<file path="config.mk">
export PLATFORM = sky130hd
export DESIGN_NAME = fifo_wr_arbiter
export DESIGN_NICKNAME = d
export VERILOG_FILES = /design/src/rtl/fifo_wr_arbiter.sv
export SDC_FILE = /design/constraint.sdc
export NUM_CORES = 1
export LEC_CHECK = 0
export BUFFER_PORTS_ARGS = -buffer_cell sky130_fd_sc_hd__buf_4
export CAP_MARGIN = 0
export CORE_UTILIZATION = 42
export CTS_BUF_LIST = sky130_fd_sc_hd__clkbuf_4 sky130_fd_sc_hd__clkbuf_8
export DETAILED_ROUTE_END_ITERATION = 10
export GPL_TIMING_DRIVEN = 0
export HOLD_SLACK_MARGIN = 0.12
export PLACE_DENSITY = 0.92
export SYNTH_ARGS = -nofsm -noshare
export SYNTH_HDL_FRONTEND = slang
export SYNTH_SLANG_ARGS = --single-unit
export TNS_END_PERCENT = 1
</file>
<file path="constraint.sdc">
create_clock -name i_sys_clk -period 2.6 [get_ports i_sys_clk]
set_input_delay 0.52 -clock i_sys_clk [delete_from_list [all_inputs] [get_ports i_sys_clk]]
set_output_delay 0.52 -clock i_sys_clk [all_outputs]
set_load 0.02 [all_outputs]
</file>
<file path="src/rtl/fifo_wr_arbiter.sv">
// fifo_wr_arbiter: round-robin burst arbiter sharing one FIFO write port among NUM_REQ producers
module fifo_wr_arbiter #(
  parameter int NUM_REQ    = 4,
  parameter int DATA_WIDTH = 8,
  parameter int MAX_BURST  = 4,
  localparam int IW = $clog2(NUM_REQ),
  localparam int BW = $clog2(MAX_BURST) + 1
) (
  input  logic                          i_sys_clk,
  input  logic                          i_sys_rst_n,
  input  logic [NUM_REQ-1:0]            i_req_valid,
  input  logic [NUM_REQ*DATA_WIDTH-1:0] i_req_data,
  input  logic [NUM_REQ-1:0]            i_req_last,
  output logic [NUM_REQ-1:0]            o_req_ready,
  output logic                          o_fifo_wren,
  output logic [DATA_WIDTH-1:0]         o_fifo_wdata,
  input  logic                          i_fifo_full,
  output logic [IW-1:0]                 o_grant_id,
  output logic                          o_busy
);
  typedef enum logic {IDLE, GRANT} state_t;
  state_t state, state_nx;
  logic [IW-1:0] owner, owner_nx, owner_inc, rr_ptr, rr_nx, start, idx, win;
  logic [BW-1:0] cnt, cnt_nx;
  logic found, in_grant, burst_end;
  logic [DATA_WIDTH-1:0] slice [NUM_REQ];

  for (genvar k = 0; k < NUM_REQ; k++) begin : g_slice
    assign slice[k] = i_req_data[k*DATA_WIDTH +: DATA_WIDTH];
  end

  assign owner_inc    = owner == IW'(NUM_REQ-1) ? '0 : owner + 1'b1;
  assign in_grant     = state == GRANT;
  assign o_req_ready  = in_grant && !i_fifo_full ? NUM_REQ'(1) << owner : '0;
  assign o_fifo_wren  = in_grant && i_req_valid[owner] && !i_fifo_full;
  assign o_fifo_wdata = in_grant ? slice[owner] : '0;
  assign o_grant_id   = owner;
  assign o_busy       = in_grant;
  assign burst_end    = o_fifo_wren && (i_req_last[owner] || cnt == BW'(MAX_BURST-1));

  // During a grant the search starts after the owner, so the owner is considered last
  always_comb begin
    start = in_grant ? owner_inc : rr_ptr;
    win   = '0;
    found = 1'b0;
    idx   = start;
    for (int i = 0; i < NUM_REQ; i++) begin
      if (!found && i_req_valid[idx]) begin
        found = 1'b1;
        win   = idx;
      end
      idx = idx == IW'(NUM_REQ-1) ? '0 : idx + 1'b1;
    end
  end

  always_comb begin
    state_nx = state;
    owner_nx = owner;
    rr_nx    = rr_ptr;
    cnt_nx   = cnt;
    if (!in_grant) begin
      state_nx = found ? GRANT : IDLE;
      owner_nx = found ? win : owner;
      cnt_nx   = '0;
    end else if (burst_end) begin
      rr_nx    = owner_inc;
      state_nx = found ? GRANT : IDLE;
      owner_nx = found ? win : owner;
      cnt_nx   = '0;
    end else begin
      cnt_nx   = o_fifo_wren ? cnt + 1'b1 : cnt;
    end
  end

  always_ff @(posedge i_sys_clk or negedge i_sys_rst_n) begin
    if (!i_sys_rst_n) begin
      state  <= IDLE;
      owner  <= '0;
      rr_ptr <= '0;
      cnt    <= '0;
    end else begin
      state  <= state_nx;
      owner  <= owner_nx;
      rr_ptr <= rr_nx;
      cnt    <= cnt_nx;
    end
  end
endmodule

</file>
# Word level (Yosys, flattened, before mapping)
# Index checks and enable logic that the tools add are counted.
# Widths: inputs -> output; s select.
[totals]
inputBits = 43
wordCells = 76
ff_bits = 8
[classes]
eq_ne = 7
shifts = 1
bitwise = 1
mux = 39
n_lt_le_gt_ge = 6
n_reduce_logical = 13
add_sub_neg = 5
[op_table]
columns = ["operator", "n"]
rows = [
  ["$mux 2", 12],
  ["$mux 8", 3],
  ["$bmux 8 s2", 1],
  ["$lt 2x3->1 const B", 5],
  ["$mux 1", 13],
  ["$bmux 1 s2", 6],
  ["$mux 3", 3],
  ["$add 2x1->2 const B", 4],
  ["$eq 2x2->1 const B", 4],
  ["$logic_and 1x1->1", 7],
  ["$logic_not 1->1", 4],
  ["$mux 4", 1],
  ["$shl 1x2->4 const A", 1],
  ["$add 3x1->3 const B", 1],
  ["$eq 3x2->1 const B", 1],
  ["$ge 3x3->1 const B", 1],
  ["$ne 3x2->1 const B", 1],
  ["$not 2->3", 1],
  ["$ne 2x1->1 const B", 1],
  ["$reduce_and 2->1", 1],
  ["$logic_or 1x1->1", 1],
]

# Longest topological paths before layout
# Gate-level depths: netlist (run 1).
[logic_depth]
depth_word = 18
ltp_mapped = 8
depth_no_buf = 7

# Worst setup path after synthesis (run 1)
# No wires, ideal clock.
[synth_timing]
path_kind = "register to register"
start = "reg owner[0], in the netlist o_grant_id[0]"
end = "reg owner[0], in the netlist o_grant_id[0]"
slack_ns = 0.309
n_path_buf = 1
t_required_ns = 2.535
arrival_ns = 2.225
stages_incl_launch_ff = 8
period_less_slack_ns = 2.291
setup_time_ns = 0.065
path_cell_list = "dfrtp_1 -> buf_2 -> inv_1 -> ha_1 -> mux2_2 -> mux2_2 -> a221oi_1 -> mux2_2"
[synth_between]
elab_chain_cells = 18
word_cells_on_any_way = 47
cone_classes = "add/sub (4); eq/ne (5); mux (28); reduce/logical (10)"
[synth_rtl]
columns = ["element", "line_no", "rtl"]
rows = [
  ["from (decl)", "23", "logic [IW-1:0] owner, owner_nx, owner_inc, rr_ptr, rr_nx, start, idx, win;"],
  ["from (signal assigned)", "83", "owner <= owner_nx;"],
  ["$add 2x1->2 or $eq 2x2->1 (tied branches)", "32", "assign owner_inc = owner == IW'(NUM_REQ-1) ? '0 : owner + 1'b1;"],
  ["$mux 2 (*)", "32", ""],
  ["named net owner_inc[1]", "23", ""],
  ["$mux 2 (*)", "43", "start = in_grant ? owner_inc : rr_ptr;"],
  ["branches (longest 12 deep; another with $add 2x1->2)", "--", ""],
  ["$mux 2 (*)", "63, 68", ""],
  ["$mux 2", "65", "end else if (burst_end) begin"],
  ["$mux 2 (*)", "61", "if (!in_grant) begin"],
]
# Mark *: on every way through the listed nets, which the timed path passes. The select of a mux whose other input is x is not followed.
# A chain may end at the register's enable or synchronous reset.

# Worst setup path after layout (run 1)
[layout_timing]
start = "reg owner[0], in the netlist o_grant_id[0]"
end = "out o_fifo_wdata[0]"
[layout_between]
elab_chain_cells = 5
[layout_rtl]
columns = ["element", "line_no", "rtl"]
rows = [
  ["$not 2->3 (not written as such)", "36", "assign o_fifo_wdata = in_grant ? slice[owner] : '0;"],
  ["$bmux 8 s2", "36", ""],
  ["$mux 8 (not written as such) (2 in a row)", "36", ""],
  ["$mux 8", "36", ""],
  ["to (decl)", "16", "output logic [DATA_WIDTH-1:0] o_fifo_wdata,"],
]
# Every way passes these cells. The select of a mux whose other input is x is not followed.

==> impl_summary.txt, run 1 <==
----------------------------------------------------
[Outcome]
  Status ... complete, no violations

[Routing]
  Vias per cell ... 5.52
  Total met3 wirelength after detailed routing ... 354 µm
  Residual DRC count ... 0
  Detailed-route wire length per cell ... 16.1 µm
  Total detailed-routing wirelength ... 2660 µm
  Uppermost routed layer ... met4
  Starting DRT DRC Count ... 18
  Antenna-violating nets left ... 0
  Met2 routed wirelength ... 1410 µm
  Initial DRT Pass Iterations ... 5
  Met1 Wirelength ... 856 µm
  Total via count in the routed design ... 910

[Cells and area]
  Footprint of the flip-flops and latches ... 200 µm²
  Filler instances ... 120
  Layout area overhead ... 59.9%
  Final design utilization ... 74.2%
  Post-layout net count ... 191
  Multi-input combinational cell area ... 597 µm²
  Total inserted antenna cells ... 0
  Fraction of final layout cells with drive strength greater than 1 ... 57.9%

[Floorplan]
  Area of the core ... 1800 µm²
  Number of rows in the core area ... 15
  Die W ... 46.6 µm
  IO Count ... 59
  Initial core utilization ... 46.4%
  Area of the die ... 2170 µm²
  Die span in y ... 46.6 µm

[Clock network]
  Number of buffers inserted during clock tree synthesis ... 3
  TritonCTS clock tree ... yes
  Clock insertion delay at the later pin of the skew report ... 0.26 ns
  Maximum clock path buffer count ... 2
  Clock slew at reported path FFs ... 0.06 ns
  Depth of the CTS H-tree ... 1
  Number of sinks handled by clock tree synthesis ... 8
  Post-CTS Setup Bufs ... 0
  Root Buffer ... clkbuf_4

[Min path]
  Type of the worst min-delay path ... in2reg
  HP Start ... i_req_valid[2]
  Terminating pin of the worst hold path ... o_busy
  Hold Crit Depth ... 3

[Synthesis]
  Most common cell in the synthesized netlist ... and2_1
  Most frequent cells after synthesis ... and2_1 (12), mux4_2 (9), dfrtp_1 (8), inv_1 (7)
  Area share of the largest cell type after synthesis ... 24.3%
  Leading register cell type out of synthesis ... dfrtp_1
  Number of different library cells in the post-synthesis netlist ... 25
  Synthesized Nets ... 127
  Cell type with the highest aggregate area in the netlist ... mux4_2
  Top cells by area in the synthesized netlist ... mux4_2 (24%), dfrtp_1 (24%), and2_1 (9.0%), ha_1 (9.0%), mux2_2 (8.1%)
  Synthesized area ... 836 µm²
  Instance count of the mapped netlist ... 78
  Register area share after synthesis ... 24.0%
  Number of flops mapped to enable cells by yosys ... 0
  Syn Area/Cell ... 10.7 µm²
  Async set or reset register ratio after synthesis ... 100%
  Flip-flop and latch count after synthesis ... 8
  Number of synthesis warnings ... 0

[STA]
  Slew headroom ... 76.2%
  Final Max Slew Viols ... 0
  PnR worst setup slack ... 0.111 ns
  Worst Tran Pin Value ... 0.347 ns
  Post-route fraction of the period consumed by the critical path ... 95.7%
  Finish-stage setup viols ... 0
  Max Clock Skew ... 0.00983 ns
  Accumulated negative setup slack ... 0 ns
  Min Clock Period, post-route ... 2.49 ns
  Final number of hold-violating endpoints ... 0
  Unrepaired setup endpoints after global routing ... false
  Max Clk Rate ... 402 MHz
  Hold WS ... 0.496 ns

[Critical path]
  Worst reg2reg path endpoint ... o_grant_id[0]
  Critical Path Sink Type ... output pin
  Startpoint Class ... flop
  Class of the most critical setup path ... reg2out
  Setup slack, reg-to-reg ... 0.21 ns
  Launch point of the worst reg-to-reg path ... o_grant_id[0]
  Reg2Reg Depth ... 7
  Largest fanout on the critical path ... 10
  Worst endpoint required time ... 2.08 ns
  Worst EP arrival ... 1.97 ns

[Pwr]
  Worst vdd rail ir drop ... 0.667 mV
  Reported leakage power ... 0.670 nW
  Power Density ... 994 nW/µm²

[Place]
  HPWL after detailed placement ... 2230 µm
  Port-buffer cells ... 58
  Worst-case setup slack after placement ... 0.150 ns
  Weighted congestion reported at the end of routability-driven placement ... 0.787

[Flow run]
  Max-cap viol count ... 0

[Global route]
  Total routing usage reported by global routing ... 24.7%
  Via count of the first global-routing pass ... 860
  Wire length of the first global-routing pass ... 3640 µm
  Total overflow reported by the global router ... 0
  Largest net degree at the start of global routing ... 11
  Initial antenna violation count ... 0

----------------------------------------------------
-- worst max-delay path by stage --
| stage | slack, ns | to | startpoint |
|---|---|---|---|
| 2_1_floorplan | 0.31 | o_grant_id[0] | o_grant_id[0] |
| 3_3_place_gp | 0.19 | o_grant_id[0] | o_grant_id[1] |
| 3_5_place_dp | 0.15 | o_grant_id[0] | o_grant_id[1] |
| 4_1_cts | 0.1 | o_fifo_wdata[0] | o_grant_id[0] |
| 5_1_grt | 0.006 | o_fifo_wdata[1] | o_grant_id[0] |
| 6_report | 0.11 | o_fifo_wdata[0] | o_grant_id[0] |
-- cells by family after synthesis --
group / count (synthesis) / share of synthesized area [%]
compound gates: 8 / 6.14
buf+inv: 10 / 4.64
flops: 8 / 24.0
fa+ha+maj: 6 / 8.98
simple gates: 28 / 18.4
mux: 18 / 37.9
-- what timing repair did --
action                                 in CTS  in global routing
setup endpoints to repair                   0                  1
gates resized for setup                     0                  2
hold buffers                                1                  0
endpoints found under the hold margin       8                  0
-- critical path, cell delays in order (launching register included) --
cell and delay (ns):
dfrtp_1 0.49, buf_2 0.35, mux4_2 0.55, and2_1 0.17
buf_4 0.15
-- placed cells by master (no fill, tap or decap) --
cell type / netlist / layout
a21oi_1: 1 / 1
a221oi_1: 1 / 1
a22oi_1: 1 / 1
and2_1: 12 / 12
and3_1: 1 / 1
buf_2: 1 / 1
buf_4: 0 / 58
clkbuf_1: 2 / 1
clkbuf_2: 0 / 1
clkbuf_4: 0 / 3
dfrtp_1: 8 / 8
dlygate4sd3_1: 0 / 1
ha_1: 6 / 6
inv_1: 7 / 7
mux2_2: 6 / 6
mux2i_1: 2 / 2
mux4_1: 1 / 1
mux4_2: 9 / 9
nand2_1: 3 / 3
nand2_2: 1 / 1
nand2b_1: 1 / 1
nand3_1: 3 / 3
nor2_1: 4 / 4
nor2_2: 1 / 1
nor2b_1: 1 / 1
nor4_1: 1 / 1
o21ai_0: 3 / 3
o21ai_2: 1 / 1
o22ai_1: 1 / 1
-- sequential cells by signal (all words and copies together) (netlist names) --
signal,count
o_busy,1
o_grant_id,2
rr_ptr,2
cnt,3
-- per-layer routing --
metal,track usage (%),vias to the layer above
li1,-,410
met1,22.0,445
met2,47.2,47
met3,11.0,8
met4,9.71,0
met5,0,-
-- power by group --
part / total [W] / switching (W) / internal [W]
clock: 0.0000958 / 0.0000430 / 0.0000529
combinational: 0.000998 / 0.000480 / 0.000519
sequential: 0.000234 / 0.0000568 / 0.000177
-- cell type report --
type	instances	area share [%]
buffer	3	1.03
clock buffer	3	1.69
inverter	7	1.97
multi-input combinational	60	44.7
sequential	8	15.0
tap	25	2.34
timing repair buffer	59	33.3
-- per-stage QoR --
stage	cell area, µm²	total power, W	instances
after global placement	1300	0.00119	161
after global routing	1340	0.00142	165
after CTS	1340	0.00133	165
final	1340	0.00133	165
after detailed placement	1300	0.00123	161
after floorplan	836	0.000897	78
No activity file was read; power rests on OpenSTA's default activity.
==> run 2, diff against run 1 <==
--- a/config.mk
+++ b/config.mk
@@ -7,6 +7,7 @@
 export LEC_CHECK = 0
 export BUFFER_PORTS_ARGS = -buffer_cell sky130_fd_sc_hd__buf_4
 export CAP_MARGIN = 0
+export CORE_ASPECT_RATIO = 1.5
 export CORE_UTILIZATION = 42
 export CTS_BUF_LIST = sky130_fd_sc_hd__clkbuf_4 sky130_fd_sc_hd__clkbuf_8
 export DETAILED_ROUTE_END_ITERATION = 10
==> constraint.sdc (replaced) <==
create_clock -name i_sys_clk -period 2.56 [get_ports i_sys_clk]
set_input_delay 0.512 -clock i_sys_clk [delete_from_list [all_inputs] [get_ports i_sys_clk]]
set_output_delay 0.512 -clock i_sys_clk [all_outputs]
set_load 0.02 [all_outputs]
==> impl_summary.txt, run 2 (synthesis results as in run 1) <==
----------------------------------------------------
[Outcome]
  Status ... complete, no violations (unchanged)

[Routing]
  Antenna-violating nets left ... 0 (unchanged)
  Total detailed-routing wirelength ... 2630 µm (was 2660 µm)
  Starting DRT DRC Count ... 46 (was 18)
  Initial DRT Pass Iterations ... 4 (was 5)
  Residual DRC count ... 0 (unchanged)
  Detailed-route wire length per cell ... 16.3 µm (was 16.1 µm)
  Total via count in the routed design ... 916 (was 910)
  Vias per cell ... 5.69 (was 5.52)

[Flow run]
  Max-cap viol count ... 0 (unchanged)

[Clock network]
  Root Buffer ... clkbuf_4 (unchanged)
  Post-CTS Setup Bufs ... 0 (unchanged)
  Clock insertion delay at the later pin of the skew report ... 0.27 ns (was 0.26 ns)
  Maximum clock path buffer count ... 2 (unchanged)
  Clock slew at reported path FFs ... 0.05 ns (was 0.06 ns)
  Number of sinks handled by clock tree synthesis ... 8 (unchanged)
  Depth of the CTS H-tree ... 1 (unchanged)
  Number of buffers inserted during clock tree synthesis ... 3 (unchanged)
  TritonCTS clock tree ... yes (unchanged)

[Floorplan]
  Number of rows in the core area ... 19 (was 15)
  Die span in y ... 56.6 µm (was 46.6 µm)
  IO Count ... 59 (unchanged)
  Area of the die ... 2180 µm² (was 2170 µm²)
  Die W ... 38.4 µm (was 46.6 µm)
  Initial core utilization ... 45.1% (was 46.4%)
  Area of the core ... 1850 µm² (was 1800 µm²)

[Cells and area]
  Final design utilization ... 71.9% (was 74.2%)
  Layout area overhead ... 59.6% (was 59.9%)
  Post-layout net count ... 191 (unchanged)
  Highest-count cells in the layout ignoring fill and taps ... buf_4 (58), and2_1 (12), mux4_2 (9) (unchanged)
  Post-route design area ... 1330 µm² (was 1340 µm²)
  Total inserted antenna cells ... 0 (unchanged)
  Flip-flop count of the largest register, all copies and words added ... 3 (unchanged)
  Multi-input combinational cell area ... 597 µm² (unchanged)
  Register name with the most flops ... cnt (unchanged)
  Most common library cell in the layout ignoring fill and taps ... buf_4 (unchanged)
  Fraction of final layout cells with drive strength greater than 1 ... 57.9% (unchanged)
  Filler instances ... 141 (was 120)
  Footprint of the flip-flops and latches ... 200 µm² (unchanged)

[STA]
  Min Clock Period, post-route ... 2.46 ns
  Final Max Slew Viols ... 0 (unchanged)
  Max Clock Skew ... 0.00177 ns (was 0.00983 ns)
  Finish-stage setup viols ... 0 (unchanged)
  Hold WS ... 0.488 ns (was 0.496 ns)
  Max Clk Rate ... 406 MHz
  Final number of hold-violating endpoints ... 0 (unchanged)
  Post-route fraction of the period consumed by the critical path ... 96.2%
  Slew headroom ... 76.9% (was 76.2%)
  Unrepaired setup endpoints after global routing ... false (unchanged)
  Worst Tran Pin Value ... 0.337 ns (was 0.347 ns)
  Accumulated negative setup slack ... 0 ns (unchanged)

[Critical path]
  Delay-heaviest family, CP ... multiplexers (unchanged)
  CP peak stage delay ... 0.53 ns (was 0.55 ns)
  Class of the most critical setup path ... reg2out (unchanged)
  Critical Path Sink Type ... output pin (unchanged)
  Startpoint Class ... flop (unchanged)
  Worst endpoint required time ... 2.05 ns (was 2.08 ns)
  Largest fanout on the critical path ... 10 (unchanged)
  Worst EP arrival ... 1.95 ns (was 1.97 ns)
  Max stage delay cell, worst path ... mux4_2 (unchanged)
  CP bufs+invs ... 2 (unchanged)
  Crit path cell chain ... clkbuf_4 > mux4_2 > and2_1 > buf_4 (was buf_2 > mux4_2 > and2_1 > buf_4)

[Pwr]
  Worst vdd rail ir drop ... 0.654 mV (was 0.667 mV)
  Reported leakage power ... 0.670 nW (about the same)
  Power Density ... 1020 nW/µm² (was 994 nW/µm²)

[Place]
  Port-buffer cells ... 58 (unchanged)
  Weighted congestion reported at the end of routability-driven placement ... 0.759 (was 0.787)
  HPWL after detailed placement ... 2170 µm (was 2230 µm)
  Post-detailed-placement cell area ... 1300 µm² (about the same)

[Global route]
  Wire length of the first global-routing pass ... 3840 µm (was 3640 µm)
  Via count of the first global-routing pass ... 914 (was 860)
  Initial antenna violation count ... 0 (unchanged)
  Total routing usage reported by global routing ... 25.4% (was 24.7%)
  Largest net degree at the start of global routing ... 11 (unchanged)
  Total overflow reported by the global router ... 0 (unchanged)

[Min path]
  Type of the worst min-delay path ... in2reg (unchanged)

----------------------------------------------------
[run 2: layout make-up]
class,instances,share of cell area (%)
plain buffers,3,1.22
well taps,21,1.97
multi-input cells,60,44.7
inverters,7,1.97
repair buffers,59,33.4
flip-flops and latches,8,15.0
clock buffers,3,1.69
[run 2: worst register-to-register path: cells and delay by family, from the launching register on]
kind	cells	cell delay (ns)
buffers and inverters	2	0.41
adders and majority gates	1	0.34
muxes	3	0.83
AOI/OAI and AO/OA	1	0.27
DFF	1	0.50
[run 2: final timing paths]
| check | start | end | slack, ns | depth (start not counted) |
|---|---|---|---|---|
| max | o_grant_id[0] | o_fifo_wdata[5] | 0.1 | 4 |
| min | i_req_valid[2] | o_busy | 0.49 | 3 |
| max reg2reg | o_grant_id[0] | o_grant_id[0] | 0.15 | 7 |
| min reg2reg | rr_ptr[1] | rr_ptr[1] | 0.51 | 1 |
| max in group asynchronous | i_sys_rst_n | rr_ptr[0] | 1.82 | 2 |
| min in group asynchronous | i_sys_rst_n | cnt[2] | 0.61 | 2 |
[run 2: repair_timing]
item                                    4_1_cts  5_1_grt
hold buffers                                  1        0
hold endpoints to repair                      8        0
endpoints found under the setup margin        1        9
resized for setup                             1        1
[run 2: report_power, final]
part	switching [W]	internal, W	leakage [nW]
sequential	0.0000576	0.000179	0.0964
combinational	0.000491	0.000530	0.560
clock	0.0000477	0.0000539	0.0138
[run 2: through the flow]
step	worst slack [ns]	total power [W]	cells
4_1_cts	0.0338	0.00136	161
3_5_place_dp	0.00121	0.00126	157
5_1_grt	0.0175	0.00145	161
6_report	0.0971	0.00136	161
3_3_place_gp	0.152	0.00121	157
2_1_floorplan	0.269	0.000911	78
[run 2: layer usage]
metal  wire [µm]  track usage (%)  up-vias  part of all wire, %
met5           0                0        -                    0
met4          59             11.8        0                  2.2
met3         327             6.32        7                   12
met2        1360             45.5       61                   52
met1         878             25.5      433                   33
li1            -                -      415                    -
==> run 3, diff against run 2 <==
--- a/config.mk
+++ b/config.mk
@@ -13,6 +13,7 @@
 export DETAILED_ROUTE_END_ITERATION = 10
 export GPL_TIMING_DRIVEN = 0
 export HOLD_SLACK_MARGIN = 0.12
+export MAX_ROUTING_LAYER = met4
 export PLACE_DENSITY = 0.92
 export SYNTH_ARGS = -nofsm -noshare
 export SYNTH_HDL_FRONTEND = slang
==> impl_summary.txt, run 3 (synthesis results as in run 1) <==
----------------------------------------------------
[Global route]
  Initial antenna violation count ... 0 (unchanged)
  Total overflow reported by the global router ... 0 (unchanged)
  Total routing usage reported by global routing ... 25.7% (was 25.4%)
  Largest net degree at the start of global routing ... 11 (unchanged)
  Wire length of the first global-routing pass ... 3820 µm (was 3840 µm)
  Via count of the first global-routing pass ... 920 (was 914)

[Min path]
  Type of the worst min-delay path ... in2reg (unchanged)
  Hold Crit Depth ... 3 (unchanged)
  Terminating pin of the worst hold path ... o_busy (unchanged)
  HP Start ... i_req_valid[2] (unchanged)

[STA]
  Unrepaired setup endpoints after global routing ... false (unchanged)
  Post-route fraction of the period consumed by the critical path ... 96.1% (was 96.2%)
  Max Clk Rate ... 407 MHz (was 406 MHz)
  Min Clock Period, post-route ... 2.46 ns (about the same)
  Max Clock Skew ... 0.00222 ns (was 0.00177 ns)
  Finish-stage setup viols ... 0 (unchanged)
  Hold WS ... 0.487 ns (was 0.488 ns)
  Final Max Slew Viols ... 0 (unchanged)
  Final number of hold-violating endpoints ... 0 (unchanged)
  Slew headroom ... 76.9% (about the same)
  Accumulated negative setup slack ... 0 ns (unchanged)
  Worst Tran Pin Value ... 0.337 ns (about the same)

[Critical path]
  Class of the most critical setup path ... reg2out (unchanged)
  CP peak stage delay ... 0.53 ns (about the same)
  Max stage delay cell, worst path ... mux4_2 (unchanged)
  Worst reg2reg path endpoint ... o_grant_id[0] (unchanged)
  Largest fanout on the critical path ... 10 (unchanged)
  Worst EP arrival ... 1.95 ns (about the same)
  Launch point of the worst reg-to-reg path ... o_grant_id[0] (unchanged)
  Crit path cell chain ... clkbuf_4 > mux4_2 > and2_1 > buf_4 (unchanged)
  Critical Path Sink Type ... output pin (unchanged)
  Setup slack, reg-to-reg ... 0.15 ns (about the same)
  Startpoint Class ... flop (unchanged)
  Reg2Reg Depth ... 7 (unchanged)
  Worst endpoint required time ... 2.05 ns (about the same)

[Pwr]
  Power Density ... 1020 nW/µm² (about the same)
  Worst vdd rail ir drop ... 0.647 mV (was 0.654 mV)
  Reported leakage power ... 0.670 nW (unchanged)

[Clock network]
  Number of buffers inserted during clock tree synthesis ... 3 (unchanged)
  Clock insertion delay at the later pin of the skew report ... 0.26 ns (was 0.27 ns)
  Maximum clock path buffer count ... 2 (unchanged)
  Clock slew at reported path FFs ... 0.05 ns (about the same)
  Depth of the CTS H-tree ... 1 (unchanged)
  Number of sinks handled by clock tree synthesis ... 8 (unchanged)
  Root Buffer ... clkbuf_4 (unchanged)
  TritonCTS clock tree ... yes (unchanged)

[Floorplan]
  Die span in y ... 56.6 µm (unchanged)
  Die W ... 38.4 µm (unchanged)
  Number of rows in the core area ... 19 (unchanged)
  Initial core utilization ... 45.1% (unchanged)
  IO Count ... 59 (unchanged)
  Area of the core ... 1850 µm² (unchanged)
  Area of the die ... 2180 µm² (unchanged)

[Flow run]
  Max-cap viol count ... 0 (unchanged)

[Cells and area]
  Flip-flop count of the largest register, all copies and words added ... 3 (unchanged)
  Fraction of final layout cells with drive strength greater than 1 ... 57.9% (unchanged)
  Multi-input combinational cell area ... 597 µm² (unchanged)
  Register name with the most flops ... cnt (unchanged)
  Highest-count cells in the layout ignoring fill and taps ... buf_4 (58), and2_1 (12), mux4_2 (9) (unchanged)
  Filler instances ... 141 (unchanged)
  Most common library cell in the layout ignoring fill and taps ... buf_4 (unchanged)
  Final non-filler cell total ... 161 (unchanged)
  Layout area overhead ... 59.6% (unchanged)
  Footprint of the flip-flops and latches ... 200 µm² (unchanged)
  Final design utilization ... 71.9% (unchanged)
  Total inserted antenna cells ... 0 (unchanged)
  Post-layout net count ... 191 (unchanged)

[Routing]
  Detailed-route wire length per cell ... 16.2 µm (was 16.3 µm)
  Total detailed-routing wirelength ... 2600 µm (was 2630 µm)
  Vias per cell ... 5.71 (was 5.69)
  Starting DRT DRC Count ... 34 (was 46)
  Initial DRT Pass Iterations ... 5 (was 4)
  Total via count in the routed design ... 920 (was 916)
  Residual DRC count ... 0 (unchanged)
  Antenna-violating nets left ... 0 (unchanged)

[Outcome]
  Status ... complete, no violations (unchanged)

[Place]
  HPWL after detailed placement ... 2170 µm (unchanged)
  Port-buffer cells ... 58 (unchanged)
  Placed cell count ... 157 (unchanged)
  Weighted congestion reported at the end of routability-driven placement ... 0.769 (was 0.759)

----------------------------------------------------
## run 3: cell counts in the layout (fill, tap and decap cells not counted)
Identical to the previous run, type by type.
## run 3: final cells by class
cell class,instances,area share [%]
multi-input combinational,60,44.7
clock buffer,3,1.69
tap,21,1.97
timing repair buffer,59,33.4
buffer,3,1.22
sequential,8,15.0
inverter,7,1.97
## run 3: power breakdown
part           internal [W]  total (W)  switching, W
Clock             0.0000538  0.0000994     0.0000455
Combinational      0.000530    0.00102      0.000492
Sequential         0.000179   0.000237     0.0000578
Total              0.000763    0.00136      0.000595
## run 3: worst max path at each step
stage	endpoint	start	cells after the start
after detailed placement	o_grant_id[0]	o_grant_id[1]	7
after CTS	o_fifo_wdata[5]	o_grant_id[0]	4
after global placement	o_grant_id[0]	o_grant_id[1]	7
after floorplan	o_grant_id[0]	o_grant_id[0]	7
after global routing	o_fifo_wdata[5]	o_grant_id[0]	4
final	o_fifo_wdata[5]	o_grant_id[0]	4
## run 3: timing repair
item | in CTS | in global routing
setup endpoints to repair | 1 | 9
gates resized for setup | 1 | 1
hold endpoints to repair | 8 | 0
setup buffers | 0 | 0
hold buffers | 1 | 0
## run 3: routing by layer
| metal | GRT usage [%] | wire [µm] | vias to the layer above |
|---|---|---|---|
| met2 | 46.0 | 1350 | 63 |
| met5 | - | 0 | - |
| met4 | 11.8 | 57 | 0 |
| met3 | 5.14 | 324 | 9 |
| met1 | 24.7 | 874 | 434 |
| li1 | - | - | 414 |
## run 3: critical path: cells and delay by family, from the launching register on
| family | cells | cell delay, ns |
|---|---|---|
| buffers and inverters | 2 | 0.47 |
| AND/OR/NAND/NOR | 1 | 0.18 |
| multiplexers | 1 | 0.53 |
| flip-flops | 1 | 0.50 |
## run 3: per-stage QoR
step	instance area, µm²	power, W	setup slack (ns)
detailed placement	1300	0.00126	0.00121
finish	1330	0.00136	0.101
CTS	1330	0.00136	0.0338
global placement	1300	0.00121	0.152
global route	1330	0.00145	0.0226
floorplan	836	0.000911	0.269
